**src/rtl/bus_arb_pkg.sv**
```systemverilog
// rtl/bus_arb_pkg.sv - shared types and constants for the bus arbiter family
package bus_arb_pkg;

  typedef enum logic {ARB_IDLE, ARB_OWN} arb_state_e;

  localparam int GRANT_CNT_W = 16;

  // Counter must reach MAX_BURST itself, hence the +1.
  function automatic int beat_cnt_w(input int max_burst);
    return $clog2(max_burst + 1);
  endfunction

endpackage

```
**src/rtl/rr_picker.sv**
```systemverilog
// rtl/rr_picker.sv - combinational round-robin pick, searching upward from last_idx+1 with wrap
module rr_picker #(
  parameter int NUM_REQ = 4,
  parameter int IDX_W   = (NUM_REQ > 1) ? $clog2(NUM_REQ) : 1
) (
  input  logic [NUM_REQ-1:0] req,
  input  logic [IDX_W-1:0]   last_idx,
  output logic [NUM_REQ-1:0] pick,
  output logic               pick_valid
);

  always_comb begin
    pick       = '0;
    pick_valid = 1'b0;
    for (int k = 1; k <= NUM_REQ; k++) begin
      if (!pick_valid && req[(int'(last_idx) + k) % NUM_REQ]) begin
        pick[(int'(last_idx) + k) % NUM_REQ] = 1'b1;
        pick_valid = 1'b1;
      end
    end
  end

endmodule

```
**src/rtl/bus_arbiter.sv**
```systemverilog
// rtl/bus_arbiter.sv - round-robin burst arbiter muxing NUM_REQ requesters onto one valid/ready channel
// Optional per-requester grant counters: BUS_ARBITER_STATS_EN
module bus_arbiter import bus_arb_pkg::*; #(
  parameter int NUM_REQ   = 4,
  parameter int WIDTH     = 32,
  parameter int MAX_BURST = 4
) (
  input  logic                     clk,
  input  logic                     reset,
  input  logic [NUM_REQ*WIDTH-1:0] req_data,
  input  logic [NUM_REQ-1:0]       req_valid,
  output logic [NUM_REQ-1:0]       req_ready,
  output logic [WIDTH-1:0]         bus_data,
  output logic                     bus_valid,
  input  logic                     bus_ready,
  output logic [NUM_REQ-1:0]       grant,
  output logic                     busy
`ifdef BUS_ARBITER_STATS_EN
  ,
  output logic [NUM_REQ*GRANT_CNT_W-1:0] grant_count
`endif
);

  localparam int IDX_W = (NUM_REQ > 1) ? $clog2(NUM_REQ) : 1;
  localparam int BC_W  = beat_cnt_w(MAX_BURST);

  arb_state_e         state_q, state_d;
  logic [NUM_REQ-1:0] grant_q, grant_d;
  logic [IDX_W-1:0]   last_idx_q, last_idx_d;
  logic [BC_W-1:0]    beat_cnt_q, beat_cnt_d;

  logic [IDX_W-1:0]   owner_idx;
  logic [NUM_REQ-1:0] pick;
  logic               pick_valid;
  logic               own, owner_valid, beat;

  rr_picker #(.NUM_REQ(NUM_REQ), .IDX_W(IDX_W)) u_picker (
    .req        (req_valid),
    .last_idx   (last_idx_q),
    .pick       (pick),
    .pick_valid (pick_valid)
  );

  // grant_q is zero outside OWN, so the mux naturally yields zero data when idle.
  always_comb begin
    owner_idx = '0;
    bus_data  = '0;
    for (int i = 0; i < NUM_REQ; i++) begin
      if (grant_q[i]) begin
        owner_idx = IDX_W'(i);
        bus_data  = req_data[i*WIDTH +: WIDTH];
      end
    end
  end

  assign own         = (state_q == ARB_OWN);
  assign owner_valid = |(req_valid & grant_q);
  assign bus_valid   = own && owner_valid;
  assign req_ready   = own ? (grant_q & {NUM_REQ{bus_ready}}) : '0;
  assign beat        = bus_valid && bus_ready;
  assign grant       = grant_q;
  assign busy        = own;

  always_comb begin
    state_d    = state_q;
    grant_d    = grant_q;
    last_idx_d = last_idx_q;
    beat_cnt_d = beat_cnt_q;
    case (state_q)
      ARB_IDLE: begin
        if (pick_valid) begin
          state_d    = ARB_OWN;
          grant_d    = pick;
          beat_cnt_d = '0;
        end
      end
      ARB_OWN: begin
        if (beat) begin
          beat_cnt_d = beat_cnt_q + BC_W'(1);
        end
        // Release on the last beat of a burst, or when the owner has nothing to send.
        if ((beat && (beat_cnt_q == BC_W'(MAX_BURST - 1))) || !owner_valid) begin
          state_d    = ARB_IDLE;
          grant_d    = '0;
          last_idx_d = owner_idx;
        end
      end
      default: begin
        state_d = ARB_IDLE;
        grant_d = '0;
      end
    endcase
  end

  always_ff @(posedge clk or posedge reset) begin
    if (reset) begin
      state_q    <= ARB_IDLE;
      grant_q    <= '0;
      last_idx_q <= IDX_W'(NUM_REQ - 1);
      beat_cnt_q <= '0;
    end else begin
      state_q    <= state_d;
      grant_q    <= grant_d;
      last_idx_q <= last_idx_d;
      beat_cnt_q <= beat_cnt_d;
    end
  end

`ifdef BUS_ARBITER_STATS_EN
  logic [NUM_REQ*GRANT_CNT_W-1:0] grant_count_q, grant_count_d;

  always_comb begin
    grant_count_d = grant_count_q;
    if ((state_q == ARB_IDLE) && pick_valid) begin
      for (int i = 0; i < NUM_REQ; i++) begin
        if (pick[i] && (grant_count_q[i*GRANT_CNT_W +: GRANT_CNT_W] != '1)) begin
          grant_count_d[i*GRANT_CNT_W +: GRANT_CNT_W] =
            grant_count_q[i*GRANT_CNT_W +: GRANT_CNT_W] + GRANT_CNT_W'(1);
        end
      end
    end
  end

  always_ff @(posedge clk or posedge reset) begin
    if (reset) begin
      grant_count_q <= '0;
    end else begin
      grant_count_q <= grant_count_d;
    end
  end

  assign grant_count = grant_count_q;
`endif

endmodule

```
**config.mk**
```make
export PLATFORM = sky130hd
export DESIGN_NAME = bus_arbiter
export DESIGN_NICKNAME = d
export VERILOG_FILES = /design/src/rtl/bus_arb_pkg.sv /design/src/rtl/rr_picker.sv /design/src/rtl/bus_arbiter.sv
export SDC_FILE = /design/constraint.sdc
export NUM_CORES = 1
export LEC_CHECK = 0
export CORE_MARGIN = 1.5
export CORE_UTILIZATION = 28
export DETAILED_ROUTE_END_ITERATION = 8
export PLACE_DENSITY = 0.81
export SLEW_MARGIN = 20
export SYNTH_ARGS = -nofsm -noshare
export SYNTH_HDL_FRONTEND = slang
export SYNTH_HIERARCHICAL = 1
export SYNTH_SLANG_ARGS = --single-unit
```
**constraint.sdc**
```tcl
create_clock -name clk -period 2.4 [get_ports clk]
set_clock_uncertainty 0.2 [all_clocks]
set_input_delay 0.24 -clock clk [delete_from_list [all_inputs] [get_ports clk]]
set_output_delay 0.24 -clock clk [all_outputs]
set_load 0.03 [all_outputs]
```
=== Word-level counts from Yosys, hierarchy flattened ===
Index checks and enable logic that the tools add are counted.
Widths: inputs -> output; s select.

* $add $sub $neg: 5
* Magnitude comparators: 8
* Eq/ne operators: 4
* Muxes and demuxes: 45
* Bitwise gates (word level): 10
* Reduce and logical (&&, ||, !) cells: 23

{| class="wikitable"
|+ Operator list
! kind !! number
|-
| $mux 32 || 4
|-
| $mux 4 || 7
|-
| $mux 1 || 19
|-
| $lt 3x4->1 const B || 4
|-
| $ge 3x1->1 const B || 4
|-
| $or 4x4->4 || 3
|-
| $logic_and 1x1->1 || 10
|-
| $and 4x4->4 || 2
|-
| $bmux 1 s2 || 4
|-
| $demux 1 s2 || 4
|-
| $pmux 4 s2 || 1
|-
| $reduce_or 2->1 || 4
|-
| $mux 3 || 2
|-
| $pmux 3 s2 || 1
|-
| $reduce_and 2->1 || 3
|-
| $add 2x1->2 const B || 2
|-
| $add 2x2->2 const B || 2
|-
| $and 1x1->1 const A || 4
|-
| $logic_not 1->1 || 4
|-
| $mux 2 || 2
|-
| $ne 2x1->1 const B || 2
|-
| $reduce_or 4->1 || 1
|-
| $add 3x1->3 const B || 1
|-
| $eq 3x2->1 const B || 1
|-
| 4 further kinds || 4
|}

* Flip-flop bits (word level): 10
* Word-level logic and storage cells: 99

=== Logic depth before layout (Yosys ltp) ===
* Depth after elaboration: 18
* Gate-level depth with buffers: 8
* Mapped depth without buffers: 7

=== Modules after synthesis ===
Netlist, hierarchy kept.

{| class="wikitable"
|+ Modules (own cells, without submodules)
! module !! times used !! cells an instance !! area an instance (µm²) !! sequential area each (µm²)
|-
| bus_arbiter || 1 || 203 || 1412.6 || 252.7
|-
| rr_picker || 1 || 48 || 415.4 || 0.0
|}

=== Worst setup path before layout ===
OpenSTA, ideal clock, no wires.

* Path kind: reg2reg
* Start point: reg last_idx_q[1]
* End point: reg grant_q[0] (netlist: grant[0])
* Arrival: 2.182 ns
* Required time: 2.079 ns
* Setup slack: -0.103 ns
* Stages on the path, launching flop included: 9
* Buffers on the path: 1
* Clock period less this slack: 2.503 ns
* Path through: dfstp_2 buf_6 inv_1 ha_1 mux2_2 nand4_1 o21ai_0 a221o_1 a22o_1

* Word-level cells in the longest chain between the ends: 16
* Elaborated cells between the ends (all ways): 65

{| class="wikitable"
|+ RTL lines
! element !! RTL line !! RTL
|-
| start: declaration || bus_arbiter.sv:29 || <nowiki>logic [IDX_W-1:0] last_idx_q, last_idx_d;</nowiki>
|-
| start signal: assignment || bus_arbiter.sv:99 || <nowiki>last_idx_q <= IDX_W'(NUM_REQ - 1);</nowiki>
|-
| start signal: assignment || bus_arbiter.sv:104 || <nowiki>last_idx_q <= last_idx_d;</nowiki>
|-
| $add 2x1->2 || rr_picker.sv:16, rr_picker.sv:17 ||
|-
| $reduce_or 2->1 (no line) or $bmux 1 s2 (tied branches) || -- ||
|-
| $and 1x1->1 (no line) or $mux 1 (tied branches) || -- ||
|-
| $lt 3x4->1 (implied by the code), or another cell as far along || rr_picker.sv:17 || <nowiki>pick[(int'(last_idx) + k) % NUM_REQ] = 1'b1;</nowiki>
|-
| $logic_and 1x1->1 (implied by the code) or $mux 1 (tied branches) || rr_picker.sv:17, rr_picker.sv:16 ||
|-
| $mux 1 (implied by the code) or $logic_not 1->1 (tied branches) || rr_picker.sv:17, rr_picker.sv:16 ||
|-
| $demux 1 s2 or $logic_and 1x1->1 (tied branches) || -- ||
|-
| $mux 4 or $mux 1 (tied branches) || rr_picker.sv:16 || <nowiki>if (!pick_valid && req[(int'(last_idx) + k) % NUM_REQ]) begin</nowiki>
|-
| $or 4x4->4 (no line) or $logic_not 1->1 (tied branches) || -- ||
|-
| $mux 4 or $logic_and 1x1->1 (tied branches) || rr_picker.sv:16 ||
|-
| $or 4x4->4 (no line) or $mux 1 (tied branches) || -- ||
|-
| $mux 4 or $logic_not 1->1 (tied branches) || rr_picker.sv:16 ||
|-
| $or 4x4->4 (no line) or $logic_and 1x1->1 (tied branches) || -- ||
|-
| $mux 4 * || rr_picker.sv:16 ||
|-
| named net pick[0] || bus_arbiter.sv:33 || <nowiki>logic [NUM_REQ-1:0] pick;</nowiki>
|-
| $mux 4 * || bus_arbiter.sv:71 || <nowiki>if (pick_valid) begin</nowiki>
|-
| $pmux 4 s2 * || bus_arbiter.sv:69 || <nowiki>case (state_q)</nowiki>
|-
| end signal: assignment || bus_arbiter.sv:103 || <nowiki>grant_q <= grant_d;</nowiki>
|-
| end: declaration || bus_arbiter.sv:28 || <nowiki>logic [NUM_REQ-1:0] grant_q, grant_d;</nowiki>
|}

The timed path passes the listed nets; every way through them passes the cells marked *. The select of a mux whose other input is x is not followed.
A chain may end at the register's enable or synchronous reset.

=== Worst setup path in the final report ===
* Start point: reg last_idx_q[1]
* End point: reg grant_q[1] (netlist: grant[1])

The elaborated chain is that of the path after synthesis.

==> impl_metrics.py <==
metrics = {
    "die": {
        "die_width_um": 83.8,
        "die_area_um2": 7020,
        "start_util": 0.290,
        "die-height_um": 83.8,
        "ioPinCount": 177,
        "num_rows": 29,
        "core_area_um2": 6310,
    },
    "logic_synthesis": {
        "synth-async-reset-ratio": 1.00,
        "synth_top_area_cell": "a221oi_1",
        "synth.distinct_cells": 37,
        "yosysSeqAreaShare": 0.138,
        "synth_ff_type": "dfrtp_1",
        "netlist.area_leader.share": 0.149,
        "synthCells": 251,
        "synthTopCellsByArea": "a221oi_1, o31ai_1, dfrtp_1, nand2_1, nor2_1",
        "synth_warnings": 6,
        "synth-edff-count": 0,
        "synth.ff_latch_count": 10,
        "synth_common_cells": "nand2_1, nor2_1, a221oi_1, o31ai_1, mux2i_1",
        "yosysMostFrequentCell": "nand2_1",
        "syn_nets": 396,
        "netlist_area_um2": 1830,
        "syn_area_per_cell_um2": 7.28,
    },
    "sta": {
        "setup_viol": 0,
        "fmax_ghz": 0.425,
        "finalWorstSetupSlack_ns": 0.0481,
        "maxSlewHeadroom": 0.712,
        "rsz0062_at_grt": "no",
        "min_period_ns": 2.35,
        "hold_viol": 0,
        "fin_tns_setup_ns": 0,
        "finalCritPeriodShare": 0.980,
        "worstMarginPinSlew_ns": 0.432,
        "finalMaxSlewViolations": 0,
    },
    "final_layout": {
        "stdcell_area_um2": 3760,
        "multi_input_area_um2": 1430,
        "drive_gt1_frac": 0.0943,
        "fillers": 581,
        "diodes": 0,
        "area_growth_syn_to_layout_pct": 106,
        "finalNetCount": 570,
        "seq_area_um2": 254,
        "final_cells": 501,
        "fin_util": 0.595,
    },
    "detailed_routing": {
        "dr.pass1.iters": 4,
        "drcViolationCount": 0,
        "routedWlPerCell_um": 17.1,
        "final_antenna_net_count": 0,
        "route.final.wire_length_mm": 8.56,
        "vias": 2711,
        "drt_iter0_markers": 100,
        "viasPerCell": 5.41,
    },
    "power_and_ir_drop": {
        "p_leak_nw": 1.54,
        "ir_drop_uv": 605,
        "power_density_nw_per_um2": 850,
    },
    "worst_setup_path": {
        "setup.worst_path.start": "last_idx_q[1]",
        "crit_path_end_kind": "flop",
        "reg2reg_from": "last_idx_q[1]",
        "crit_fanout": 5,
        "crit_required_ns": 2.33,
        "arrival_ns": 2.28,
        "worstSetupStartpointType": "flop",
        "critPathKind": "reg2reg",
    },
    "clocking": {
        "cts_buffers": 3,
        "clockRootBuffer": "clkbuf_8",
        "cts_tree": "yes",
        "clkTransAtPathRegs_ns": 0.05,
        "htree_levels": 1,
        "clock_latency_ns": 0.24,
        "cts.sinks": 10,
        "clockBufferDepth": 2,
    },
    "placement": {
        "place_ws_ns": -0.0529,
        "placed_cells": 497,
        "postPlaceCellArea_um2": 3740,
        "portBuffers": 176,
        "post-dp-hpwl_mm": 6.61,
        "place_congestion": 0.850,
    },
    "grt": {
        "gr-total-overflow": 0,
        "grt_max_degree": 40,
        "grt_pass1_wl_mm": 13.6,
        "grt_use_total": 0.234,
        "first_global_vias": 2675,
        "grt_antenna_before_repair": 0,
    },
    "outcome": {
        "status": "finished, final reports clean",
    },
    "worst_hold_path": {
        "min_path_type": "in2async",
    },
    "job": {
        "maxCapViolations": 0,
    },
}
## layout make-up
class	instances	share of cell area
Timing Repair Buffer	193	0.502
Multi-Input combinational cell	207	0.380
Sequential cell	10	0.0676
Tap cell	77	0.0256
Clock buffer	4	0.0147
Inverter	10	0.00999
## routing by layer
layer  up-vias  routed length, um  global-route usage
met3        16                564              0.0425
met1      1269               3430               0.288
met4         0                199              0.0641
li1       1305                  -                   -
met5         -                  0                   0
met2       121               4360               0.417
## cells by family (layout without fill, tap and decap cells)
kind of cell | Yosys count | count (layout) | synth area share
simple gates | 96 | 96 | 0.228
compound gates | 87 | 87 | 0.388
buf+inv | 34 | 207 | 0.0903
mux | 14 | 14 | 0.0869
fa+ha+maj | 10 | 10 | 0.0684
flops | 10 | 10 | 0.138
## worst max-delay path: stages, from the launching register on
cell,delay (ns)
dfstp_2,0.53
inv_1,0.10
ha_4,0.33
mux2i_1,0.23
mux2_2,0.26
mux2i_1,0.12
a221o_1,0.27
a22o_1,0.21
## flip-flops by register name (all words and copies together), names as in the netlist
signal      flops
last_idx_q      2
busy            1
beat_cnt_q      3
grant           4
## cells in the final DEF (no fill, tap or decap), types with 7 or more instances in the layout
cell type and n:
clkdlybuf4s50_1 139, nand2_1 44, nor2_1 36, a221oi_1 31
o31ai_1 31, dlygate4sd2_1 31, buf_4 18, mux2i_1 11
inv_1 9, ha_1 9, dfrtp_1 7
## timing repair
action / CTS / global route
gates resized for setup: 32 / 2
hold endpoints to repair: 0 / 0
hold buffers: 0 / 0
buffers inserted: 0 / 0
endpoints found under the setup margin: 32 / 2
cloned: 0 / 0
## final timing paths
kind                                 end  slack (ns)  depth (start not counted)
setup / recovery                grant[1]        0.05                          7
hold / removal             beat_cnt_q[0]        0.08                          2
setup reg to reg                grant[1]        0.05                          7
hold reg to reg            beat_cnt_q[0]        0.30                          1
max in group asynchronous  last_idx_q[1]        1.60                          2
min in group clk           beat_cnt_q[0]        0.30                          1
## per-stage QoR
step,total power [mW],hold WS [ns]
6_report,3.19,0.0790
5_1_grt,3.40,0.126
3_3_place_gp,3.08,0.270
3_5_place_dp,3.14,0.290
2_1_floorplan,2.04,-0.121
4_1_cts,3.19,0.0917
## report_power, final
group / switching (mW) / internal [mW] / leakage (nW) / total, mW
logic: 1.55 / 1.15 / 1.38 / 2.70
registers: 0.0453 / 0.236 / 0.126 / 0.281
clock network: 0.0684 / 0.144 / 0.0288 / 0.213
(Power assumes the default switching activity.)
